**src/rtl/dmem_arbiter.sv**
```systemverilog
// Two-master round-robin arbiter in front of a byte-addressed data memory.
// Supports bounded ownership locks, rejects illegal accesses, returns registered responses.
module dmem_arbiter #(
    parameter int DEPTH    = 1024,
    parameter int MAX_LOCK = 4
) (
    input  logic        clk,
    input  logic        rst,
    input  logic        m0_req,
    input  logic        m0_we,
    input  logic [1:0]  m0_wa,
    input  logic [31:0] m0_addr,
    input  logic [31:0] m0_wdata,
    input  logic        m0_lock,
    input  logic        m1_req,
    input  logic        m1_we,
    input  logic [1:0]  m1_wa,
    input  logic [31:0] m1_addr,
    input  logic [31:0] m1_wdata,
    input  logic        m1_lock,
    output logic        m0_gnt,
    output logic        m0_rvalid,
    output logic [31:0] m0_rdata,
    output logic        m0_err,
    output logic        m1_gnt,
    output logic        m1_rvalid,
    output logic [31:0] m1_rdata,
    output logic        m1_err,
    output logic [31:0] mem_addr,
    output logic [31:0] mem_wdata,
    output logic        mem_we,
    output logic [1:0]  mem_wa,
    input  logic [31:0] mem_rdata
);

    localparam int CW = $clog2(MAX_LOCK + 1);

    typedef enum logic [1:0] {OWN_NONE, OWN_M0, OWN_M1} owner_e;

    owner_e      owner_q, owner_d;
    logic        last_m1_q, last_m1_d;
    logic [CW-1:0] lock_cnt_q, lock_cnt_d;
    logic        m0_rvalid_q, m0_rvalid_d, m1_rvalid_q, m1_rvalid_d;
    logic        m0_err_q, m0_err_d, m1_err_q, m1_err_d;
    logic [31:0] m0_rdata_q, m0_rdata_d, m1_rdata_q, m1_rdata_d;

    logic        gnt0, gnt1, granted;
    logic        win_we, win_lock, illegal;
    logic [1:0]  win_wa;
    logic [31:0] win_addr, win_wdata, masked, resp_data;
    logic [32:0] last_byte, nbytes;
    logic [CW:0] cnt_inc;

    always_comb begin
        gnt0 = 1'b0;
        gnt1 = 1'b0;
        if (!rst) begin
            case (owner_q)
                OWN_M0:  gnt0 = m0_req;
                OWN_M1:  gnt1 = m1_req;
                default: begin
                    // On a tie the master that did not win last time goes first.
                    if (m0_req && m1_req) begin
                        gnt0 = last_m1_q;
                        gnt1 = !last_m1_q;
                    end else begin
                        gnt0 = m0_req;
                        gnt1 = m1_req;
                    end
                end
            endcase
        end
        granted = gnt0 | gnt1;

        win_we    = gnt1 ? m1_we    : m0_we;
        win_wa    = gnt1 ? m1_wa    : m0_wa;
        win_addr  = gnt1 ? m1_addr  : m0_addr;
        win_wdata = gnt1 ? m1_wdata : m0_wdata;
        win_lock  = gnt1 ? m1_lock  : m0_lock;

        case (win_wa)
            2'd0:    nbytes = 33'd1;
            2'd1:    nbytes = 33'd2;
            default: nbytes = 33'd4;
        endcase
        last_byte = {1'b0, win_addr} + nbytes - 33'd1;
        illegal = (win_wa == 2'd3)
               || (win_wa == 2'd1 && win_addr[0])
               || (win_wa == 2'd2 && win_addr[1:0] != 2'd0)
               || (last_byte >= 33'(DEPTH));

        case (win_wa)
            2'd0:    masked = {24'd0, mem_rdata[7:0]};
            2'd1:    masked = {16'd0, mem_rdata[15:0]};
            default: masked = mem_rdata;
        endcase
        resp_data = (!illegal && !win_we) ? masked : 32'd0;
    end

    always_comb begin
        owner_d    = owner_q;
        lock_cnt_d = lock_cnt_q;
        last_m1_d  = last_m1_q;
        cnt_inc    = {1'b0, lock_cnt_q} + {{CW{1'b0}}, 1'b1};
        if (granted) begin
            last_m1_d = gnt1;
            if (win_lock && cnt_inc < (CW+1)'(MAX_LOCK)) begin
                owner_d    = gnt1 ? OWN_M1 : OWN_M0;
                lock_cnt_d = cnt_inc[CW-1:0];
            end else begin
                owner_d    = OWN_NONE;
                lock_cnt_d = '0;
            end
        end else if (owner_q != OWN_NONE) begin
            // Locked owner stopped requesting: ownership lapses.
            owner_d    = OWN_NONE;
            lock_cnt_d = '0;
        end

        m0_rvalid_d = gnt0;
        m0_err_d    = gnt0 & illegal;
        m0_rdata_d  = gnt0 ? resp_data : 32'd0;
        m1_rvalid_d = gnt1;
        m1_err_d    = gnt1 & illegal;
        m1_rdata_d  = gnt1 ? resp_data : 32'd0;
    end

    always_ff @(posedge clk) begin
        if (rst) begin
            owner_q     <= OWN_NONE;
            last_m1_q   <= 1'b1;
            lock_cnt_q  <= '0;
            m0_rvalid_q <= 1'b0;
            m0_err_q    <= 1'b0;
            m0_rdata_q  <= 32'd0;
            m1_rvalid_q <= 1'b0;
            m1_err_q    <= 1'b0;
            m1_rdata_q  <= 32'd0;
        end else begin
            owner_q     <= owner_d;
            last_m1_q   <= last_m1_d;
            lock_cnt_q  <= lock_cnt_d;
            m0_rvalid_q <= m0_rvalid_d;
            m0_err_q    <= m0_err_d;
            m0_rdata_q  <= m0_rdata_d;
            m1_rvalid_q <= m1_rvalid_d;
            m1_err_q    <= m1_err_d;
            m1_rdata_q  <= m1_rdata_d;
        end
    end

    assign m0_gnt    = gnt0;
    assign m1_gnt    = gnt1;
    assign mem_addr  = win_addr;
    assign mem_wdata = win_wdata;
    assign mem_wa    = win_wa;
    assign mem_we    = granted & win_we & ~illegal;
    assign m0_rvalid = m0_rvalid_q;
    assign m0_err    = m0_err_q;
    assign m0_rdata  = m0_rdata_q;
    assign m1_rvalid = m1_rvalid_q;
    assign m1_err    = m1_err_q;
    assign m1_rdata  = m1_rdata_q;

endmodule
```
**config.mk**
```make
export PLATFORM = sky130hd
export DESIGN_NAME = dmem_arbiter
export DESIGN_NICKNAME = d
export VERILOG_FILES = /design/src/rtl/dmem_arbiter.sv
export SDC_FILE = /design/constraint.sdc
export NUM_CORES = 1
export LEC_CHECK = 0
export ABC_AREA = 0
export ABC_CLOCK_PERIOD_IN_PS = 9600
export CAP_MARGIN = 0
export CORE_MARGIN = 8
export CORE_UTILIZATION = 40
export CTS_CLUSTER_DIAMETER = 50
export CTS_CLUSTER_SIZE = 8
export DETAILED_ROUTE_END_ITERATION = 6
export PLACE_DENSITY_LB_ADDON = 0.12
export SYNTH_ARGS = -nofsm -noshare
export SYNTH_HDL_FRONTEND = slang
export SYNTH_SLANG_ARGS = --single-unit
```
**constraint.sdc**
```tcl
create_clock -name clk -period 9.6 [get_ports clk]
set_input_delay 1.92 -clock clk [delete_from_list [all_inputs] [get_ports clk]]
set_output_delay 1.92 -clock clk [all_outputs]
set_load 0.05 [all_outputs]
```
* After elaboration in Yosys (flattened, before gate mapping)
Cells that the tools add are included.
** Cells by class
- Bitwise logic cells :: 8
- Mux-type cells :: 21
- Reductions and logical operators :: 17
- Add/subtract/negate cells :: 3
- Eq/ne operators :: 5
- Magnitude comparators :: 2
** Operators by type and width (number)
- 2-to-1 mux 32 bit :: 3
- case mux 32 bit (2 select lines) :: 1
- adder 32 x 33 -> 33 bit :: 1
- >= comparator 33 x 11 -> 1 bit, second input constant :: 1
- subtractor 33 x 1 -> 33 bit, second input constant :: 1
- 2-to-1 mux 2 bit :: 5
- 2-to-1 mux 3 bit :: 3
- equality test 2 bit, second input constant :: 3
- 2-to-1 mux 1 bit :: 6
- case mux 3 bit (2 select lines) :: 1
- nonzero test 2 bit :: 3
- logical AND 1 bit :: 5
- adder 3 x 1 -> 4 bit, second input constant :: 1
- AND 1 bit :: 4
- equality test 2 x 1 -> 1 bit, second input constant :: 2
- < comparator 4 x 3 -> 1 bit, second input constant :: 1
- case mux 1 bit (2 select lines) :: 2
- OR reduction 2 bit :: 2
- logical NOT 1 bit :: 3
- logical OR 1 bit :: 3
- NOT 1 bit :: 3
- logical NOT 2 bit :: 1
- bitwise OR 1 bit :: 1
** Word-level totals
- Logic and storage cells :: 65
- Bits in registers :: 74
- Input port bits :: 172

* Depth between registers and ports, before layout
- Word-level depth :: 14
- Depth in mapped cells :: 25
- Depth with buffers taken out :: 22

* Worst setup path before layout
OpenSTA, ideal clock, no wires.
- Path type :: input to output
- Start point :: input m0_req
- End point :: output mem_we
- Setup slack :: 625 ps
- Stages :: 23
- Path buffers :: 4
- Arrival :: 7055 ps
- Required time :: 7680 ps
- Cell sequence :: nand3b_1 nand4b_1 clkbuf_1 buf_1 nand2_1 nand2_1 nand2_1 ha_1 inv_1 ha_1 inv_1 fa_1 nor2b_1 o31ai_1 a21o_1 a2111o_1 a21oi_1 o31a_1 nor2_1 or4_1 buf_6 buf_6 a211oi_2
** On the way
- Longest elaborated chain between the ends :: 13
** RTL lines
- start, declared :: RTL line 9 : input logic m0_req,
- logical AND 1 bit (*) :: RTL line 63 : if (m0_req && m1_req) begin
- 2-to-1 mux 1 bit (*) :: RTL line 63
- case mux 1 bit (2 select lines) (*) :: RTL line 58 : case (owner_q)
- 2-to-1 mux 1 bit (*) :: RTL line 57 : if (!rst) begin
- 2-to-1 mux 2 bit (*) :: RTL line 76 : win_wa = gnt1 ? m1_wa : m0_wa;
- via mem_wa[0] :: RTL line 32 : output logic [1:0] mem_wa,
- equality test 2 x 1 -> 1 bit / logical NOT 2 bit (equally long branches) :: RTL line 81, 88
- case mux 3 bit (2 select lines) :: RTL line 81 : case (win_wa)
- adder 32 x 33 -> 33 bit :: RTL line 86 : last_byte = {1'b0, win_addr} + nbytes - 33'd1;
- subtractor 33 x 1 -> 33 bit :: RTL line 86
- >= comparator 33 x 11 -> 1 bit :: RTL line 90 : || (last_byte >= 33'(DEPTH));
- logical OR 1 bit (*) :: RTL line 90
- NOT 1 bit (*) :: RTL line 157 : assign mem_we = granted & win_we & ~illegal;
- AND 1 bit (*) :: RTL line 157
- end, declared :: RTL line 31 : output logic mem_we,
Mark *: on every way through the listed nets, which the timed path passes. The rest lies on a longest branch.

* Worst setup path in the final report
- Start point :: input rst
- End point :: output mem_we
** On the way
- Longest elaborated chain between the ends :: 10
** RTL lines
- start, declared :: RTL line 8 : input logic rst,
- 2-to-1 mux 1 bit :: RTL line 57
- 2-to-1 mux 2 bit :: RTL line 76
- equality test 2 x 1 -> 1 bit / logical NOT 2 bit (equally long branches) :: RTL line 81, 88
- case mux 3 bit (2 select lines) :: RTL line 81
- adder 32 x 33 -> 33 bit :: RTL line 86
- subtractor 33 x 1 -> 33 bit :: RTL line 86
- >= comparator 33 x 11 -> 1 bit :: RTL line 90
- logical OR 1 bit :: RTL line 90
- NOT 1 bit :: RTL line 157
- AND 1 bit (*) :: RTL line 157
Mark *: on every way between the ends. The rest lies on a longest branch, timed or not.

==> reports/results.ini <==
[synthesis]
synth_top_cell_by_area = dfxtp_1
synth-seq-area-share = 0.267
syn_area_um2 = 5540
synth_edf_count = 0
syn_nets = 989
synthTopCellsByArea = dfxtp_1, nand2_1, ha_1
synthFlopType = dfxtp_1
synth_top_area_share = 0.267
synth_cell_types = 68
syn_inst = 778
synthArstFlopShare = 0
yosysWarnings = 0
synth_area_per_cell_um2 = 7.12
ys_ff_latch = 74

[worst_setup_path]
crit_arrival_ns = 7.04
cp_max_fo = 14
cp_top_family = simple AND/OR/NAND/NOR gates
crit_chain = clkdlybuf4s50_1 > nand4b_1 > clkinv_1 > nand2_1 > nand2_1 > nand2_1 > ha_1 > inv_1 > ha_1 > inv_1 > fa_1 > nor2b_1 > o31ai_1 > a21o_1 > a2111o_1 > a21oi_1 > o31a_1 > nor2_1 > or4_2 > a211oi_2 > buf_12
cp-end-kind = output port
r2r-start = owner_q[0]
startpoint = rst
cp_common_cell = nand2_1
worst_path_max_delay_cell = or4_2
crit_required_ns = 7.68
cpPeakStageDelay_ns = 0.68
criticalPathCategory = input port to output port
path_buf_inv = 5
critPathLaunchType = input port

[placement]
io_buffer_count = 308
placed_area_um2 = 8760
place_congestion = 0.973
place.detailed.hpwl_mm = 17.9

[clocking]
worstSkewPairLatency_ns = 0.33
post-cts-setup-buffers = 0
cts_sinks = 74
cts_tree = yes
hold_buffers = 0
cts_buffer_depth = 2
cts-root-buf = clkbuf_16
cts_buffers = 9
cts_resized = 0
htree_levels = 3
path_clk_slew_ns = 0.07

[floorplan]
core.rowCount = 43
die_y_um = 134
die_area_um2 = 17900
fp.dieW_um = 134
ios = 309
initial_utilization = 0.404
core_area_um2 = 13700

[cells_and_area]
drive_gt1_frac = 0.0438
area_growth_pct = 63.5
num-fill-cells = 1230
n_antenna_cell = 0
fin_area_um2 = 9060
multi_input_area_um2 = 3560
regArea_um2 = 1480
num-nets-final = 1280

[global_route]
antenna_found_initial = 0
overflow = 0
grt_pass1_wl_mm = 33.6
grt_max_degree = 65
grt_pass1_vias = 6166
track_usage = 0.231

[sta]
fin_skew_ns = 0.0149
slew_headroom = 0.491
hold_viol_final = 0
setup_viol = 0
rsz0062_at_grt = no
min_period_over_period = 0.933
timing.fmax_mhz = 112
fin_crit_ns = 8.96
setup-tns-final_ns = 0
slew_violations = 0
worst_pin_slew_ns = 0.761

[pwr]
p_leak_nw = 3.97
seq_power_share = 0.248
p_clk_frac = 0.274
powerDensity_nw_per_um2 = 138
switching_share = 0.400
power_frac_comb = 0.478
switchingPower_mw = 0.502
ir_drop_uv = 93.5
internal-power_mw = 0.753

[route]
drt_iter0_drc = 481
vias = 6561
drc_errors = 0
wl_mm = 21.7
firstDrtPassIters = 5
wl_per_cell_um = 17.3
via_per_inst = 5.23
postRouteAntennaNets = 0

[hold_path]
hold_class = flip-flop to flip-flop
hp-start = last_m1_q

[job]
maxCapViolations = 0

[run_status]
status = finished, final reports clean

tightest hold or removal path, delay by kind of cell (launching register included):
family / cells / cell delay [ns]
compound gates: 1 / 0.07
simple gates: 1 / 0.06
flops: 1 / 0.36
Yosys cell counts (all sizes together) (3+ instances only):
library cell  count
nand3b            4
nor2b             4
nand3            11
and3              4
o31ai             5
o22ai             4
a211oi            8
or3               4
mux2i            29
nor4             25
and2              3
mux2              3
dfxtp            74
o211ai           10
xor2              4
nand2           177
buf              20
and4              5
nor3b             3
a21oi            49
or2               4
nand4            11
ha               38
a31oi             4
inv              80
a21o             10
o21ai            19
nor3             61
o21a             10
o21bai            4
clkbuf           20
nor2             35
placed cells by master (no fill, tap or decap), types with 4 or more instances in the layout:
master	netlist	layout
nand3_1	11	11
and4_1	5	5
nand3b_1	4	4
nor3_1	60	60
a21o_1	10	10
clkdlybuf4s50_1	0	307
or2_2	4	4
and3_1	4	4
o31ai_1	5	5
a31oi_1	4	4
a21oi_1	47	47
o211ai_1	10	10
buf_4	0	12
o21ai_0	18	18
nor2_1	35	35
inv_1	80	80
a211oi_1	6	6
or3_1	4	4
o21a_1	10	10
o21bai_1	4	4
ha_1	38	38
xor2_1	4	4
nor2b_1	4	4
nand4_1	11	11
o22ai_1	4	4
nor4_1	24	24
clkbuf_16	0	9
nand2_1	177	177
mux2i_1	29	29
dfxtp_1	74	74
cell families after synthesis:
group	share of synthesized area
xor+xnor	0.00948
buf+inv	0.0901
compound gates	0.179
flops	0.267
mux	0.0585
simple gates	0.307
fa+ha+maj	0.0894
power groups by stage:
stage	combinational [mW]	clock [mW]	sequential (mW)
3_3_place_gp	0.596	0	0.318
4_1_cts	0.598	0.351	0.312
2_1_floorplan	0.380	0	0.323
5_1_grt	0.645	0.364	0.312
6_report	0.600	0.344	0.312
3_5_place_dp	0.594	0	0.318
state kept, by name, indices dropped and copies added (netlist names):
name / count
m1_err: 1
last_m1_q: 1
m1_rdata: 32
m0_err: 1
m1_rvalid: 1
lock_cnt_q: 3
owner_q: 2
m0_rvalid: 1
m0_rdata: 32
cell type report:
class / instances / area share
multi-input combinational: 583 / 0.393
timing repair buffer: 320 / 0.351
clock inverter: 7 / 0.00911
tap: 180 / 0.0248
inverter: 81 / 0.0335
sequential: 74 / 0.163
clock buffer: 9 / 0.0248
metrics by stage:
step / power, mW / util / setup slack [ns] / hold WS (ns) / cells
4_1_cts: 1.26 / 0.661 / 0.666 / 0.517 / 1254
3_5_place_dp: 0.912 / 0.638 / 0.693 / 0.500 / 1238
6_report: 1.26 / 0.661 / 0.640 / 0.510 / 1254
3_3_place_gp: 0.915 / 0.638 / 0.779 / 0.491 / 1238
2_1_floorplan: 0.703 / - / 0.625 / 0.454 / 778
5_1_grt: 1.32 / 0.661 / 0.310 / 0.556 / 1254
worst paths after layout:
| path | to | slack, ns | cells after the start |
|---|---|---|---|
| max | mem_we | 0.64 | 21 |
| min reg2reg | last_m1_q | 0.51 | 2 |
| min | last_m1_q | 0.51 | 2 |
| max reg2reg | m0_rdata[15] | 3.77 | 23 |
metal layers:
metal  wire [um]  up-vias  share of wire  global-route usage
met5           0        -              0                   0
met1        9300     3002           0.43               0.286
li1            -     3298              -                   -
met4         331        0          0.015              0.0524
met3        1420       22          0.065              0.0429
met2       10700      239           0.49               0.404
No activity file was read; power rests on OpenSTA's default activity.
